### src/rtl/spi_slave_gen.sv
// SPI slave front-end: deserialises {cmd, payload} frames from MOSI and serialises one RAM read word onto MISO.
// Optional aborted-frame/timeout error strobe on frame_err when SPI_FRAME_ERR_EN is defined.
module spi_slave_gen #(
    parameter int DATA_W     = 8,
    parameter int TX_TIMEOUT = 255
) (
    input  logic              clk,
    input  logic              rst_n,
    input  logic              SS_n,
    input  logic              MOSI,
    output logic              MISO,
    input  logic              tx_valid,
    input  logic [DATA_W-1:0] tx_data,
    output logic              rx_valid,
    output logic [DATA_W+1:0] rx_data,
    output logic              busy,
    output logic              frame_err
);

    localparam int FRAME_W = DATA_W + 2;
    localparam int BC_W    = $clog2(FRAME_W + 1);
    localparam int TO_W    = (TX_TIMEOUT > 0) ? $clog2(TX_TIMEOUT + 1) : 1;

    localparam logic [BC_W-1:0] BC_LAST = BC_W'(FRAME_W - 1);
    localparam logic [BC_W-1:0] TX_LAST = BC_W'(DATA_W);
    localparam logic [TO_W-1:0] TO_LAST = (TX_TIMEOUT > 0) ? TO_W'(TX_TIMEOUT - 1) : '0;

    typedef enum logic [2:0] {
        IDLE,
        CHK_CMD,
        WRITE,
        READ_ADD,
        READ_DATA,
        TX_WAIT,
        TX_SHIFT
    } state_t;

    state_t               state;
    logic [BC_W-1:0]      bitcount;
    logic [TO_W-1:0]      to_cnt;
    logic [FRAME_W-2:0]   shift_reg;
    logic [DATA_W-1:0]    tx_sr;
    logic                 rd_addr_seen;
    logic                 timeout_hit;

    always_comb begin
        timeout_hit = (TX_TIMEOUT != 0) && (state == TX_WAIT) && !tx_valid && (to_cnt == TO_LAST);
    end

    always_ff @(posedge clk or negedge rst_n) begin
        if (!rst_n) begin
            state        <= IDLE;
            busy         <= 1'b0;
            bitcount     <= '0;
            to_cnt       <= '0;
            shift_reg    <= '0;
            tx_sr        <= '0;
            rd_addr_seen <= 1'b0;
            MISO         <= 1'b0;
            rx_valid     <= 1'b0;
            rx_data      <= '0;
        end else begin
            rx_valid <= 1'b0;
            // Master releasing select mid-transaction wins over everything, including the final bit.
            if (state != IDLE && SS_n) begin
                state    <= IDLE;
                busy     <= 1'b0;
                bitcount <= '0;
                to_cnt   <= '0;
                MISO     <= 1'b0;
                if (state == TX_WAIT || state == TX_SHIFT)
                    rd_addr_seen <= 1'b0;
            end else begin
                case (state)
                    IDLE: begin
                        if (!SS_n) begin
                            state    <= CHK_CMD;
                            busy     <= 1'b1;
                            bitcount <= '0;
                        end
                    end
                    CHK_CMD: begin
                        shift_reg <= {shift_reg[FRAME_W-3:0], MOSI};
                        bitcount  <= BC_W'(1);
                        if (!MOSI)
                            state <= WRITE;
                        else if (rd_addr_seen)
                            state <= READ_DATA;
                        else
                            state <= READ_ADD;
                    end
                    WRITE, READ_ADD, READ_DATA: begin
                        if (bitcount == BC_LAST) begin
                            rx_data  <= {shift_reg, MOSI};
                            rx_valid <= 1'b1;
                            bitcount <= '0;
                            if (state == READ_DATA) begin
                                state  <= TX_WAIT;
                                to_cnt <= '0;
                            end else begin
                                state <= IDLE;
                                busy  <= 1'b0;
                                if (state == READ_ADD)
                                    rd_addr_seen <= 1'b1;
                            end
                        end else begin
                            shift_reg <= {shift_reg[FRAME_W-3:0], MOSI};
                            bitcount  <= bitcount + 1'b1;
                        end
                    end
                    TX_WAIT: begin
                        if (tx_valid) begin
                            // MSB goes out the cycle after the latch; the rest queue up in tx_sr.
                            MISO     <= tx_data[DATA_W-1];
                            tx_sr    <= tx_data << 1;
                            bitcount <= BC_W'(1);
                            to_cnt   <= '0;
                            state    <= TX_SHIFT;
                        end else if (timeout_hit) begin
                            state        <= IDLE;
                            busy         <= 1'b0;
                            to_cnt       <= '0;
                            rd_addr_seen <= 1'b0;
                        end else if (to_cnt != '1) begin
                            to_cnt <= to_cnt + 1'b1;
                        end
                    end
                    TX_SHIFT: begin
                        if (bitcount == TX_LAST) begin
                            MISO         <= 1'b0;
                            state        <= IDLE;
                            busy         <= 1'b0;
                            bitcount     <= '0;
                            rd_addr_seen <= 1'b0;
                        end else begin
                            MISO     <= tx_sr[DATA_W-1];
                            tx_sr    <= tx_sr << 1;
                            bitcount <= bitcount + 1'b1;
                        end
                    end
                    default: begin
                        state <= IDLE;
                        busy  <= 1'b0;
                    end
                endcase
            end
        end
    end

`ifdef SPI_FRAME_ERR_EN
    logic err_evt;

    always_comb begin
        err_evt = 1'b0;
        if (SS_n) begin
            case (state)
                WRITE, READ_ADD, READ_DATA: err_evt = (bitcount != '0) && (bitcount <= BC_LAST);
                TX_WAIT, TX_SHIFT:          err_evt = 1'b1;
                default:                    err_evt = 1'b0;
            endcase
        end
        if (timeout_hit)
            err_evt = 1'b1;
    end

    always_ff @(posedge clk or negedge rst_n) begin
        if (!rst_n)
            frame_err <= 1'b0;
        else
            frame_err <= err_evt;
    end
`else
    assign frame_err = 1'b0;
`endif

endmodule

### config.mk
export PLATFORM = sky130hd
export DESIGN_NAME = spi_slave_gen
export DESIGN_NICKNAME = d
export VERILOG_FILES = /design/src/rtl/spi_slave_gen.sv
export SDC_FILE = /design/constraint.sdc
export NUM_CORES = 1
export LEC_CHECK = 0
export BUFFER_PORTS_ARGS = -buffer_cell sky130_fd_sc_hd__buf_2
export CELL_PAD_IN_SITES_DETAIL_PLACEMENT = 1
export CELL_PAD_IN_SITES_GLOBAL_PLACEMENT = 1
export CORE_MARGIN = 4
export CORE_UTILIZATION = 49
export DETAILED_ROUTE_END_ITERATION = 10
export GPL_ROUTABILITY_DRIVEN = 1
export PLACE_DENSITY_LB_ADDON = 0.08
export SETUP_SLACK_MARGIN = 0.1
export SYNTH_ARGS = -nofsm -noshare
export SYNTH_HDL_FRONTEND = slang
export SYNTH_SLANG_ARGS = --single-unit
export TNS_END_PERCENT = 100
### constraint.sdc
create_clock -name clk -period 4.45 [get_ports clk]
set_clock_uncertainty 0.2 [all_clocks]
set_input_delay 0.2225 -clock clk [delete_from_list [all_inputs] [get_ports clk]]
set_output_delay 0.2225 -clock clk [all_outputs]
set_load 0.005 [all_outputs]
==> flow_metrics.env, run 1 <==
export IMPL_synth_seq_area_share_pct=46.06
export IMPL_cp_required_ps=4390
export IMPL_clock_latency_ps=310
export IMPL_setup_viol=0
export IMPL_critical_path_slowest_cell="o221ai_1"
export IMPL_ys_ff_latch=45
export IMPL_die_h_um=78.64
export IMPL_grt_pass1_vias=2017
export IMPL_grt_first_pass_wirelength_um=10050
export IMPL_place_congestion=0.7968
export IMPL_maxCapViolations=0
export IMPL_syn2layout_area_growth_pct=12.33
export IMPL_synth_top_area_share_pct=46.06
export IMPL_synth_main_ff_cell="dfrtp_1"
export IMPL_synth_cell_types=59
export IMPL_synthArstFlopShare_pct=100.0
export IMPL_final_util_pct=57.39
export IMPL_cts_htree_levels=2
export IMPL_hold_violations=0
export IMPL_leakagePower_nw=1.253
export IMPL_ff2ff_path_depth=3
export IMPL_syn_cell_area_mm2=0.002445
export IMPL_critPathLaunch="state[2]"
export IMPL_placedCellCount=332
export IMPL_syn_inst=249
export IMPL_post_cts_buffers=0
export IMPL_min_to="tx_sr[6]"
export IMPL_die_area_mm2=0.006183
export IMPL_avgSynthCellArea_um2=9.819
export IMPL_yosysTopAreaCell="dfrtp_1"
export IMPL_largest_register_ff_count=10
export IMPL_synth_area_mux_share_pct=8.291
export IMPL_cts_root_buf="clkbuf_8"
export IMPL_grt_start_max_net_pins=46
export IMPL_synth_simple_area_share_pct=19.14
export IMPL_hold_ws_ps=7.631
export IMPL_maxSlewViolCount=0
export IMPL_synth_top_family_by_area="compound AO/OA/AOI/OAI gates"
export IMPL_vdd_drop_max_mv=0.1605
export IMPL_ios=27
export IMPL_end_kind="flip-flop"
export IMPL_critPathTopFamily="compound AO/OA/AOI/OAI gates"
export IMPL_die_width_um=78.64
export IMPL_fp_coreArea_mm2=0.004786
export IMPL_yosys_area_share_adder_pct=2.559
export IMPL_port_buffer_count=25
export IMPL_synth_area_leaders="dfrtp_1 (46%), nand2_1 (5.4%), mux2_2 (4.6%), o21ai_0 (4.5%), ha_1 (2.6%)"
export IMPL_post_drt_wl_per_cell_um=17.28
export IMPL_met2_usage_pct=33.53
export IMPL_fin_cells=342
export IMPL_synth_compound_area_share_pct=19.40
export IMPL_critPathArrivalTime_ps=2680
export IMPL_worst_path_largest_cell_delay_ps=860
export IMPL_min_period_over_period_pct=61.69
export IMPL_rows=25
export IMPL_powerDensity_mw_per_mm2=351.4
export IMPL_crit_fanout=20
export IMPL_tightest_slew_ps=1019
export IMPL_cts_sink_count=45
export IMPL_start_util_pct=51.08
export IMPL_start_kind="flip-flop"
export IMPL_track_usage_pct=20.56
export IMPL_rsz0062_at_grt="false"
export IMPL_timing_critical_path_buf_inv=0
export IMPL_status="finished clean"
export IMPL_dr_first_iter_drc_count=91
export IMPL_whs_path_depth=3
export IMPL_ys_warn_count=0
export IMPL_dr_pass1_iters=4
export IMPL_tns_ps=0
export IMPL_via_per_inst=5.868
export IMPL_gr_total_overflow=0
export IMPL_wirelength_um=5911
export IMPL_ctsResizeCount=0
export IMPL_synth_edf_count=0
export IMPL_met3_usage_pct=4.014
export IMPL_reg2reg_to="tx_sr[5]"
export IMPL_min_path_type="input port to flip-flop"
export IMPL_numCtsBuffers=5
export IMPL_slew_headroom_pct=32.09
export IMPL_reg2reg_from="state[2]"
export IMPL_finalCriticalPeriod_ps=2745
export IMPL_synth_nets=267
export IMPL_gr_usage_met1_pct=27.64
export IMPL_criticalPathCategory="flip-flop to flip-flop"
export IMPL_synth_xor_area_share_pct=0.3582
export IMPL_drive_above_1_share_pct=20.00
export IMPL_clk_pin_slew_ps=90
export IMPL_path_cells="nand3b_1 > o221ai_1 > o21ai_0"
export IMPL_final_nets=292
export IMPL_min_from="tx_data[5]"
export IMPL_reg2reg_setup_slack_ps=1710
export IMPL_cts_tree="built"
export IMPL_antenna_found_initial=0
export IMPL_timing_fmax_mhz=364.3
export IMPL_grt_busiest_layer="met2"
export IMPL_clockBufferDepth=2
export IMPL_diodes=0
export IMPL_vias=2007
export IMPL_hpwl_um=3932
export IMPL_drc_errors=0
export IMPL_postRouteAntennaNets=0
[cell families (layout without fill, tap and decap cells)]
kind of cell | after synthesis | count (layout)
AO/OA/AOI/OAI | 70 | 70
AND/OR/NAND/NOR | 86 | 86
adder cells (fa/ha/maj) | 5 | 5
multiplexers | 18 | 18
buffers and inverters | 23 | 49
XOR/XNOR | 1 | 1
other | 1 | 1
flip-flops | 45 | 45
[stage by stage]
step	power, mW	cell area [µm²]	worst slack [ps]
6_report	0.9650	2746	1705
5_1_grt	1.023	2746	1509
4_1_cts	0.9737	2746	1717
3_5_place_dp	0.6509	2611	1791
3_3_place_gp	0.6444	2611	1889
2_1_floorplan	0.5972	2445	2503
[cell usage after synthesis (all sizes together) (3+ instances only)]
master  count
nor3        5
mux2i       6
o21ai      22
o22ai       9
nand3b      3
ha          5
inv        12
nor2b       7
nand2b      5
a22o        3
nand3       7
nor2        4
dfrtp      45
a21oi      11
nand2      36
mux2       12
buf         9
[worst reg2reg max path, stage by stage (launching register included)]
cell and delay (ps):
dfrtp_1 740, nand3b_1 530, o221ai_1 860, o21ai_0 250
[routing by layer]
layer,part of all wire [%],up-vias
met5,0,-
met2,48,39
met3,3.5,6
met4,1.0,0
li1,-,958
met1,48,1004
[worst max-delay path by stage]
stage           endpoint  slack, ps  depth (start not counted)
3_3_place_gp    tx_sr[3]       1890                          3
5_1_grt         tx_sr[4]       1510                          3
4_1_cts         tx_sr[5]       1720                          3
3_5_place_dp    tx_sr[5]       1790                          3
2_1_floorplan  to_cnt[0]       2500                          6
6_report        tx_sr[5]       1710                          3
[cell type report]
class / count / area, µm²
Clock inverter: 3 / 46.29
Clock buffer: 5 / 68.82
Inverter: 13 / 48.80
Timing Repair Buffer: 28 / 152.6
Multi-Input combinational cell: 181 / 1220
Fill cell: 578 / 2039
Sequential cell: 45 / 1126
Tap cell: 67 / 83.83
[placed cells by master, fill, tap and decap left out, types with 6 or more instances in the layout]
master | synthesis | routed
nand2_1 | 35 | 35
inv_1 | 12 | 12
o22ai_1 | 9 | 9
a21oi_1 | 11 | 11
o21ai_0 | 22 | 22
mux2i_1 | 6 | 6
mux2_2 | 10 | 10
nor2b_1 | 7 | 7
dfrtp_1 | 45 | 45
nand3_1 | 7 | 7
buf_2 | 7 | 25
[what timing repair did]
action                                  in CTS  in global routing
hold buffers                                 2                  0
endpoints found under the setup margin       0                  0
hold endpoints to repair                    46                  0
[report_power, final]
part	internal [mW]	switching, mW	total, mW
Combinational	0.0628	0.0832	0.146
Sequential	0.452	0.0486	0.500
Clock	0.168	0.151	0.319
Power figures use the tool's default switching activity.
==> run 2: changes to the inputs <==
- ABC_AREA: default -> 1
- CORE_UTILIZATION: 49 -> 40
- clock period: 4.45 -> 2.5 ns (I/O delays scaled with it)
==> run 2 against run 1 <==
Final cell count up 20%. First-iteration DRC count down 59%. Count of clock-buffer cells in the layout unchanged. Final area up 6.3%. Clock power up 45%. Largest cell class unchanged.
==> flow_metrics.env, run 2 <==
export IMPL_status="finished clean"
export IMPL_synth_main_ff_cell="dfrtp_1"
export IMPL_die_h_um=87.90
export IMPL_gr_total_overflow=0
export IMPL_timing_fmax_mhz=481.7
export IMPL_final_util_pct=48.18
export IMPL_synth_area_leaders="dfrtp_1 (44%), nand2_1 (9.6%), inv_1 (4.9%), nand3_1 (3.7%), o21ai_0 (3.5%)"
export IMPL_critPathTopFamily="simple AND/OR/NAND/NOR gates"
export IMPL_drive_above_1_share_pct=22.92
export IMPL_hold_violations=0
export IMPL_antenna_found_initial=0
export IMPL_final_nets=353
export IMPL_fill_cells=751
export IMPL_port_buffer_count=25
export IMPL_cts_root_buf="clkbuf_8"
export IMPL_largest_register_ff_count=10
export IMPL_clk_pin_slew_ps=90
export IMPL_postRouteAntennaNets=0
export IMPL_cp_required_ps=2500
export IMPL_avgSynthCellArea_um2=8.598
export IMPL_ys_ff_latch=45
export IMPL_finalCriticalPeriod_ps=2076
export IMPL_rows=28
export IMPL_synth_top_area_share_pct=44.10
export IMPL_grt_first_pass_wirelength_um=10290
export IMPL_ff2ff_path_depth=6
export IMPL_critical_path_depth=6
export IMPL_synth_commonest_cells="nand2_1 (65), dfrtp_1 (45), inv_1 (33)"
export IMPL_ys_warn_count=0
export IMPL_placedCellCount=393
export IMPL_powerDensity_mw_per_mm2=864.1
export IMPL_place_congestion=0.8302
export IMPL_rsz0062_at_grt="false"
export IMPL_dp_slack_ps=424.7
export IMPL_synth_edf_count=0
export IMPL_timing_critical_path_buf_inv=1
export IMPL_start_kind="flip-flop"
export IMPL_criticalPathCategory="flip-flop to flip-flop"
export IMPL_reg2reg_from="state[1]"
export IMPL_layout_commonest_cell="nand2_1"
export IMPL_postLayoutSetupSlackWorst_ps=424.0
export IMPL_reg2reg_setup_slack_ps=420
export IMPL_end_kind="flip-flop"
export IMPL_tightest_slew_ps=545.3
export IMPL_synth_nets=315
export IMPL_fp_coreArea_mm2=0.006061
export IMPL_ctsResizeCount=0
export IMPL_clockBufferDepth=2
export IMPL_cts_sink_count=45
export IMPL_drc_errors=0
export IMPL_reg2reg_to="rx_data[5]"
export IMPL_numCtsBuffers=5
export IMPL_endpoint="rx_data[5]"
export IMPL_worst_path_largest_cell_delay_ps=470
export IMPL_synth_seq_area_share_pct=44.10
export IMPL_critPathLaunch="state[1]"
export IMPL_tns_ps=0
export IMPL_wirelength_um=5801
export IMPL_fin_cells=411
export IMPL_crit_fanout=16
export IMPL_hold_ws_ps=3.056
export IMPL_slew_headroom_pct=63.48
export IMPL_setup_viol=0
export IMPL_critPathArrivalTime_ps=2070
export IMPL_cts_tree="built"
export IMPL_critical_path_slowest_cell="dfrtp_1"
export IMPL_track_usage_pct=16.97
export IMPL_path_cells="nor2_1 > nand2_2 > nand2_2 > inv_2 > nor2_8 > mux2_2"
export IMPL_synth_cell_types=41
export IMPL_clkPwrFrac_pct=18.4
export IMPL_dr_pass1_iters=4
export IMPL_post_drt_wl_per_cell_um=14.11
export IMPL_vias=2054
export IMPL_total_power_mw=2.524
export IMPL_cts_hold_buf=10
export IMPL_start_util_pct=42.13
export IMPL_p_int_mw=1.456
export IMPL_syn2layout_area_growth_pct=14.36
export IMPL_grt_start_max_net_pins=19
export IMPL_maxSlewViolCount=0
export IMPL_leakagePower_nw=1.436
export IMPL_synthArstFlopShare_pct=100.0
export IMPL_syn_cell_area_mm2=0.002554
export IMPL_final_area_mm2=0.002920
export IMPL_grt_pass1_vias=2184
export IMPL_swShare_pct=42.30
export IMPL_post_cts_buffers=0
export IMPL_maxCapViolations=0
export IMPL_die_width_um=87.90
export IMPL_min_period_over_period_pct=83.04
export IMPL_yosys_cell_count_top_type="nand2_1"
export IMPL_clock_latency_ps=300
export IMPL_min_path_type="input port to flip-flop"
export IMPL_syn_inst=297
export IMPL_p_switching_mw=1.067
export IMPL_via_per_inst=4.998
export IMPL_die_area_mm2=0.007726
export IMPL_crit_top_cell="nand2_2"
export IMPL_power_frac_seq_pct=41.2
export IMPL_final_cell_mix="nand2_1 (65), dfrtp_1 (45), inv_1 (33)"
export IMPL_p_comb_share_pct=40.4
export IMPL_dr_first_iter_drc_count=37
export IMPL_diodes=0
export IMPL_hpwl_um=4363
export IMPL_vdd_drop_max_mv=0.4640
export IMPL_placed_cell_area_mm2=0.002730
export IMPL_ios=27
export IMPL_cts_htree_levels=2
export IMPL_yosysTopAreaCell="dfrtp_1"
==> run 2: metal layers <==
metal	wire [µm]	share of wire (%)	global-route usage, %
met5	0	0	0
met4	55	0.95	6.276
met3	139	2.4	2.540
met2	2805	48	29.04
met1	2800	48	21.68
==> run 2: worst min path at each step <==
stage                     start        end  slack, ps  depth (start not counted)
after global routing       SS_n   tx_sr[1]         10                          4
after floorplan           rst_n       MISO       -370                          0
after CTS                  SS_n   tx_sr[1]          3                          4
final                      SS_n   tx_sr[1]          3                          4
after detailed placement  rst_n  to_cnt[6]       -110                          1
after global placement    rst_n  to_cnt[4]       -120                          1
==> run 2: logic make-up after synthesis <==
group | after synthesis | share of synthesized area, %
fa+ha+maj | 5 | 2.450
compound gates | 58 | 14.36
buf+inv | 45 | 8.133
xor+xnor | 2 | 0.6861
other cells | 1 | 0.1468
flops | 45 | 44.10
mux | 5 | 2.205
simple gates | 136 | 27.93
==> run 2: area by class of cell <==
type	count	area, µm²	share of cell area (%)
Sequential cell	45	1126	38.56
Inverter	38	142.6	4.884
Clock inverter	3	21.27	0.7284
Tap cell	75	93.84	3.213
Timing Repair Buffer	38	247.7	8.483
Multi-Input combinational cell	207	1220	41.77
Clock buffer	5	68.82	2.356
==> run 2: power by group through the flow <==
stage | logic, mW | registers (mW) | clock network, mW
floorplan | 0.818 | 1.03 | 0
global placement | 0.983 | 1.05 | 0
detailed placement | 1.01 | 1.05 | 0
CTS | 1.03 | 1.04 | 0.486
global route | 1.16 | 1.07 | 0.518
finish | 1.02 | 1.04 | 0.464
==> run 2: worst min-delay path, delay by kind of cell <==
family                 cells  cell delay, ps
buffers and inverters      1             150
and+or+nand+nor            2             120
AOI/OAI and AO/OA          1              60
